<file path="src/rtl/nn_pkg.sv">
`default_nettype none
// ============================================================================
// nn_pkg : register map and AXI response codes for the nn config slave
// Rev 1.0
// ============================================================================
package nn_pkg;

   localparam logic [7:0] REG_WEIGHT = 8'h00;
   localparam logic [7:0] REG_BIAS   = 8'h04;
   localparam logic [7:0] REG_RESULT = 8'h08;
   localparam logic [7:0] REG_LAYER  = 8'h0C;
   localparam logic [7:0] REG_NEURON = 8'h10;
   localparam logic [7:0] REG_OUTPUT = 8'h14;
   localparam logic [7:0] REG_CTRL   = 8'h18;

   localparam logic [1:0] RESP_OKAY   = 2'b00;
   localparam logic [1:0] RESP_SLVERR = 2'b10;

   localparam int CTRL_INTR_EN = 0;
   localparam int CTRL_PTR_CLR = 1;
   localparam int CTRL_PENDING = 8;

endpackage
`default_nettype wire

</file>
<file path="src/rtl/nn_axil_out_fifo.sv">
`default_nettype none
// ============================================================================
// nn_axil_out_fifo : captured neuron-output array with wrapping pop pointer
// Rev 1.0
// ============================================================================
module nn_axil_out_fifo #(
   parameter int NUM_OUT = 10,
   parameter int OUT_W   = 16
) (
   input  logic                     clk,
   input  logic                     rst_n,
   input  logic                     capture,
   input  logic [NUM_OUT*OUT_W-1:0] neuron_outs,
   input  logic                     pop,
   input  logic                     clear,
   output logic [OUT_W-1:0]         head
);

   localparam int PTR_W = (NUM_OUT > 1) ? $clog2(NUM_OUT) : 1;

   logic [OUT_W-1:0] slots [NUM_OUT];
   logic [PTR_W-1:0] ptr;

   // Capture outranks an explicit clear, which outranks a pop.
   always_ff @(posedge clk or negedge rst_n) begin
      if (!rst_n) begin
         for (int i = 0; i < NUM_OUT; i++) slots[i] <= '0;
         ptr <= '0;
      end else if (capture) begin
         for (int i = 0; i < NUM_OUT; i++) slots[i] <= neuron_outs[i*OUT_W +: OUT_W];
         ptr <= '0;
      end else if (clear) begin
         ptr <= '0;
      end else if (pop) begin
         ptr <= (ptr == PTR_W'(NUM_OUT - 1)) ? '0 : ptr + PTR_W'(1);
      end
   end

   assign head = slots[ptr];

endmodule
`default_nettype wire

</file>
<file path="src/rtl/nn_axil_cfg_slave.sv">
`default_nettype none
// ============================================================================
// nn_axil_cfg_slave : AXI4-Lite config/readback register file for nn_autoGen_top
// Rev 1.0
// ============================================================================
module nn_axil_cfg_slave
   import nn_pkg::*;
#(
   parameter int DATA_W  = 32,
   parameter int NUM_OUT = 10,
   parameter int OUT_W   = 16
) (
   input  logic                     s_axi_aclk,
   input  logic                     s_axi_aresetn,
   input  logic [31:0]              s_axi_awaddr,
   input  logic [2:0]               s_axi_awprot,
   input  logic                     s_axi_awvalid,
   output logic                     s_axi_awready,
   input  logic [DATA_W-1:0]        s_axi_wdata,
   input  logic [DATA_W/8-1:0]      s_axi_wstrb,
   input  logic                     s_axi_wvalid,
   output logic                     s_axi_wready,
   output logic [1:0]               s_axi_bresp,
   output logic                     s_axi_bvalid,
   input  logic                     s_axi_bready,
   input  logic [31:0]              s_axi_araddr,
   input  logic [2:0]               s_axi_arprot,
   input  logic                     s_axi_arvalid,
   output logic                     s_axi_arready,
   output logic [DATA_W-1:0]        s_axi_rdata,
   output logic [1:0]               s_axi_rresp,
   output logic                     s_axi_rvalid,
   input  logic                     s_axi_rready,
   output logic                     weight_valid,
   output logic [DATA_W-1:0]        weight_data,
   output logic                     bias_valid,
   output logic [DATA_W-1:0]        bias_data,
   output logic [DATA_W-1:0]        layer_number,
   output logic [DATA_W-1:0]        neuron_number,
   input  logic                     result_valid,
   input  logic [DATA_W-1:0]        result_value,
   input  logic [NUM_OUT*OUT_W-1:0] neuron_outs,
   output logic                     intr
);

   logic              aw_ready;
   logic              wr_en, rd_en;
   logic [7:0]        wr_off, rd_off;
   logic              wr_ok, rd_ok;
   logic [DATA_W-1:0] result_reg, rd_word, ctrl_word;
   logic              intr_en, pending, intr_en_nxt, pending_nxt;
   logic              ptr_clear, pop;
   logic [OUT_W-1:0]  head;
   logic              unused_bits;

   function automatic logic [DATA_W-1:0] merge_strb(input logic [DATA_W-1:0]   cur,
                                                    input logic [DATA_W-1:0]   data,
                                                    input logic [DATA_W/8-1:0] strb);
      merge_strb = cur;
      for (int b = 0; b < DATA_W/8; b++)
         if (strb[b]) merge_strb[b*8 +: 8] = data[b*8 +: 8];
   endfunction

   assign s_axi_awready = aw_ready;
   assign s_axi_wready  = aw_ready;
   assign wr_en     = aw_ready && s_axi_awvalid && s_axi_wvalid;
   assign rd_en     = s_axi_arready && s_axi_arvalid;
   assign wr_off    = {s_axi_awaddr[7:2], 2'b00};
   assign rd_off    = {s_axi_araddr[7:2], 2'b00};
   assign wr_ok     = wr_off inside {REG_WEIGHT, REG_BIAS, REG_LAYER, REG_NEURON, REG_CTRL};
   assign rd_ok     = rd_off inside {REG_RESULT, REG_LAYER, REG_NEURON, REG_OUTPUT, REG_CTRL};
   assign ptr_clear = wr_en && (wr_off == REG_CTRL) && s_axi_wstrb[0] && s_axi_wdata[CTRL_PTR_CLR];
   assign pop       = rd_en && (rd_off == REG_OUTPUT);
   assign unused_bits = ^{s_axi_awprot, s_axi_arprot, s_axi_awaddr[31:8], s_axi_awaddr[1:0],
                          s_axi_araddr[31:8], s_axi_araddr[1:0]};

   // A new result always wins over the clear caused by reading it.
   always_comb begin
      pending_nxt = pending;
      intr_en_nxt = intr_en;
      if (rd_en && rd_off == REG_RESULT) pending_nxt = 1'b0;
      if (result_valid)                  pending_nxt = 1'b1;
      if (wr_en && wr_off == REG_CTRL && s_axi_wstrb[0])
         intr_en_nxt = s_axi_wdata[CTRL_INTR_EN];
   end

   always_comb begin
      ctrl_word               = '0;
      ctrl_word[CTRL_INTR_EN] = intr_en;
      ctrl_word[CTRL_PENDING] = pending;
      case (rd_off)
         REG_RESULT: rd_word = result_reg;
         REG_LAYER:  rd_word = layer_number;
         REG_NEURON: rd_word = neuron_number;
         REG_OUTPUT: rd_word = DATA_W'(head);
         REG_CTRL:   rd_word = ctrl_word;
         default:    rd_word = '0;
      endcase
   end

   always_ff @(posedge s_axi_aclk or negedge s_axi_aresetn) begin
      if (!s_axi_aresetn) begin
         aw_ready      <= 1'b0;
         s_axi_bvalid  <= 1'b0;
         s_axi_bresp   <= RESP_OKAY;
         s_axi_arready <= 1'b0;
         s_axi_rvalid  <= 1'b0;
         s_axi_rresp   <= RESP_OKAY;
         s_axi_rdata   <= '0;
         weight_valid  <= 1'b0;
         weight_data   <= '0;
         bias_valid    <= 1'b0;
         bias_data     <= '0;
         layer_number  <= '0;
         neuron_number <= '0;
         result_reg    <= '0;
         intr_en       <= 1'b1;
         pending       <= 1'b0;
         intr          <= 1'b0;
      end else begin
         // Readies self-clear so each acceptance is a single-cycle pulse.
         aw_ready      <= !aw_ready && s_axi_awvalid && s_axi_wvalid && !s_axi_bvalid;
         s_axi_arready <= !s_axi_arready && s_axi_arvalid && !s_axi_rvalid;

         if (wr_en) begin
            s_axi_bvalid <= 1'b1;
            s_axi_bresp  <= wr_ok ? RESP_OKAY : RESP_SLVERR;
         end else if (s_axi_bready) begin
            s_axi_bvalid <= 1'b0;
         end

         if (rd_en) begin
            s_axi_rvalid <= 1'b1;
            s_axi_rdata  <= rd_word;
            s_axi_rresp  <= rd_ok ? RESP_OKAY : RESP_SLVERR;
         end else if (s_axi_rready) begin
            s_axi_rvalid <= 1'b0;
         end

         weight_valid <= wr_en && (wr_off == REG_WEIGHT);
         bias_valid   <= wr_en && (wr_off == REG_BIAS);
         if (wr_en && wr_off == REG_WEIGHT) weight_data <= s_axi_wdata;
         if (wr_en && wr_off == REG_BIAS)   bias_data   <= s_axi_wdata;
         if (wr_en && wr_off == REG_LAYER)
            layer_number <= merge_strb(layer_number, s_axi_wdata, s_axi_wstrb);
         if (wr_en && wr_off == REG_NEURON)
            neuron_number <= merge_strb(neuron_number, s_axi_wdata, s_axi_wstrb);

         if (result_valid) result_reg <= result_value;
         intr_en <= intr_en_nxt;
         pending <= pending_nxt;
         intr    <= pending_nxt && intr_en_nxt;
      end
   end

   nn_axil_out_fifo #(
      .NUM_OUT (NUM_OUT),
      .OUT_W   (OUT_W)
   ) u_out_fifo (
      .clk         (s_axi_aclk),
      .rst_n       (s_axi_aresetn),
      .capture     (result_valid),
      .neuron_outs (neuron_outs),
      .pop         (pop),
      .clear       (ptr_clear),
      .head        (head)
   );

endmodule
`default_nettype wire
</file>
<file path="config.mk">
export PLATFORM = sky130hd
export DESIGN_NAME = nn_axil_cfg_slave
export DESIGN_NICKNAME = d
export VERILOG_FILES = /design/src/rtl/nn_pkg.sv /design/src/rtl/nn_axil_out_fifo.sv /design/src/rtl/nn_axil_cfg_slave.sv
export SDC_FILE = /design/constraint.sdc
export NUM_CORES = 1
export LEC_CHECK = 0
export CAP_MARGIN = 20
export CORE_UTILIZATION = 24
export DETAILED_ROUTE_END_ITERATION = 10
export HOLD_SLACK_MARGIN = 0.02
export PLACE_DENSITY = 0.57
export SKIP_LAST_GASP = 1
export SYNTH_ARGS = -nofsm -noshare
export SYNTH_HDL_FRONTEND = slang
export SYNTH_SLANG_ARGS = --single-unit
</file>
<file path="constraint.sdc">
create_clock -name s_axi_aclk -period 4.2 [get_ports s_axi_aclk]
set_input_delay 0.84 -clock s_axi_aclk [delete_from_list [all_inputs] [get_ports s_axi_aclk]]
set_output_delay 0.84 -clock s_axi_aclk [all_outputs]
set_load 0.05 [all_outputs]
</file>
==> metrics <==
synth top area cells dfrtp_1, mux2_2, mux4_2; slew margin rel. 30.9%; Die ar. 65,700 µm²; EDFF count, synth 0; total number of vias 10,500; sw power 2150 µW; global-route wire length before repair approximately 78,000 µm; sequential power share 44.3%; Nets ~1,800; Worst Setup End Kind flip-flop; Worst Path Arrival 3260 ps; Skew-Pair Late Insertion Delay 580 ps; switching share of power about a quarter; area leader, netlist dfrtp_1; core box area 63,500 µm²; GR Overflow Total 0; GRT met2 Usage between 20% and 30%; clk sinks 367; CTS clk-pin slew, worst paths 50 ps; number of setup buffers added after CTS 0; Unique masters post-synth 53; Post-DRT Antenna Nets 0; endpoints failing hold 0; clock skew 20.9 ps; CTS Buffer Depth 3; # H-tree levels 2; LEAKAGE 0.00914 µW; logic gate share of total power a little over a tenth; WL final 52,000 µm; status finished clean; Initial DRC Count 579; hold buffers post-CTS 0; IO Port Bufs ~420; Resize count post-CTS 0; GPL Wtd Cong 0.798; maximum clock rate about 360 MHz; die width 256 µm; Cell Int Power roughly 6600 µW; number of max-cap violations 0; crit path kind input pin to flip-flop; Setup TNS 0 ps; gr busiest metal met2; Worst Max-Slew Pin Slew between 1000 and 1500 ps; # DRC 0; Startpoint Class input pin; Clock power frac 44.8%; initial core utilization 24.4%; warnings from Yosys 0; vias in the first global route 11,600; fill count 6,220; Yosys reg bits around 370; Area growth syn-to-layout 43.1%; Syn Inst Count approximately 1,000; fin. max-slew vios 0; Avg Inst Size Synth 15.2 µm²; min Tclk post-route 2810 ps; Biggest register u_out_fifo.slots; Power Dens Cells 393 nW/µm²; GR Util met3 4.97%; Post-DP HPWL approximately 38,000 µm; Root Driver clkbuf_16; VDD IR-drop max 229 µV; ys async rst share 100%; CTS tree done; Hold Path Class input pin to asynchronous set/reset pin; average vias per placed instance about 4.5; Die H 256 µm; RSZ-0062 raised after global routing no; Seq/Total Area, Yosys 59.1%; largest net degree at the start of global routing approximately 120; Total GRT Usage 15.9%; DR pass1 iterations 7; Syn Std Cell Area 15,500 µm²; Rows 92; layout cells sized above 1 33.4%; met1 Use GR 18.9%; post-synth top area share 59.0%; Crit Path Max Fanout 22; max FFs per register 160; endpoints failing setup 0; Crit path required time 4650 ps; final hold slack ~360 ps; antenna violations before repair 11; total CTS buffers 46; Top FF cell, synth dfrtp_1; WL/cell roughly 22 µm; IO Pins ~480; fin crit share 66.9%
## Yosys cell counts, drive strengths merged, types with 3 or more instances
cell and number:
o21ai 19, dfrtp 366, mux4 32, inv 4, a22oi 14, nand2 43
clkbuf 41, mux2i 19, o221ai 16, and3b 3, nand3 4, nor3 3
nor3b 3, mux2 337, a222oi 16, buf 29, a21oi 4, nor2 22
nor4 3, a221oi 14
## final cells by class
class,count,area (µm²),share of cell area (%)
antenna,5,12.5,0.0563
clock buffer,65,1310,5.91
clock inverter,18,184,0.828
inverter,4,15.0,0.0676
multi-input combinational,582,6020,27.1
sequential,367,9190,41.4
tap,846,1060,4.76
timing repair buffer,442,4430,19.9
## worst paths after layout
check / from / end / slack [ps] / cells after the start
max: s_axi_araddr[7] / s_axi_rdata[9]$_DFFE_PN0N_ / 1390 / 5
min: s_axi_aresetn / weight_data[27]$_DFFE_PN0P_ / 360 / 1
max reg2reg: u_out_fifo.ptr[0]$_DFFE_PN0P_ / s_axi_rdata[11]$_DFFE_PN0N_ / 1750 / 4
min reg2reg: s_axi_bvalid$_DFFE_PN0P_ / s_axi_awready$_DFF_PN0_ / 480 / 1
max in group asynchronous: s_axi_aresetn / result_reg[19]$_DFFE_PN0P_ / 2750 / 2
min in group s_axi_aclk: s_axi_bvalid$_DFFE_PN0P_ / s_axi_awready$_DFF_PN0_ / 480 / 1
## per-layer routing
metal	vias to the layer above	wire (µm)	part of all wire, %
met5	-	75	0.14
met1	5371	21300	41
li1	4655	-	-
met2	336	25400	49
met4	10	1470	2.8
met3	85	3800	7.3
## worst max-delay path: stages
cell and delay [ps]:
clkdlybuf4s50_1 400, or3_4 540, nor4_2 430, nand2b_1 600
o221ai_1 410
## placed cells by master (no fill, tap or decap), drive strengths merged, types with 4 or more instances in the layout
cell	Yosys	layout
o221ai	16	16
mux4	32	32
o21ai	19	19
a21oi	4	4
mux2	337	337
clkinv	0	12
a22oi	14	14
clkbuf	41	66
mux2i	19	19
nand2	43	43
a221oi	14	14
buf	29	26
clkdlybuf4s50	0	415
nor2	22	22
diode	0	5
nand3	4	4
dfrtp	366	366
inv	4	5
a222oi	16	16
## through the flow
stage | instances | total power, µW | instance area [µm²] | utilization, % | setup WS, ps
6_report | 2329 | 8730 | 22200 | 35.0 | 1390
5_1_grt | 2328 | 9120 | 22200 | 35.0 | 1250
4_1_cts | 2324 | 8890 | 22200 | 35.0 | 1430
3_5_place_dp | 2241 | 4900 | 20700 | 32.6 | 808
3_3_place_gp | 2241 | 4870 | 20700 | 32.6 | 847
2_1_floorplan | 1023 | 4350 | 15500 | - | 1950
## power by group through the flow
stage / logic, µW / registers [µW] / clock network [µW]
2_1_floorplan: 354 / 4000 / 0
6_report: 951 / 3870 / 3910
4_1_cts: 973 / 3870 / 4050
3_5_place_dp: 969 / 3930 / 0
5_1_grt: 1020 / 3890 / 4200
3_3_place_gp: 953 / 3920 / 0
## kinds of logic (layout without fill, tap and decap cells)
logic type / count (synthesis) / count (layout) / synth area share (%)
adders and majority gates: 2 / 2 / 0.161
and+or+nand+nor: 96 / 96 / 3.42
AOI/OAI and AO/OA: 93 / 93 / 4.68
other: 1 / 7 / 0.0241
xor gates and xnor gates: 1 / 1 / 0.0564
DFF: 367 / 367 / 59.1
buffers and inverters: 74 / 529 / 2.22
muxes: 388 / 388 / 30.3
Power figures use the tool's default switching activity.
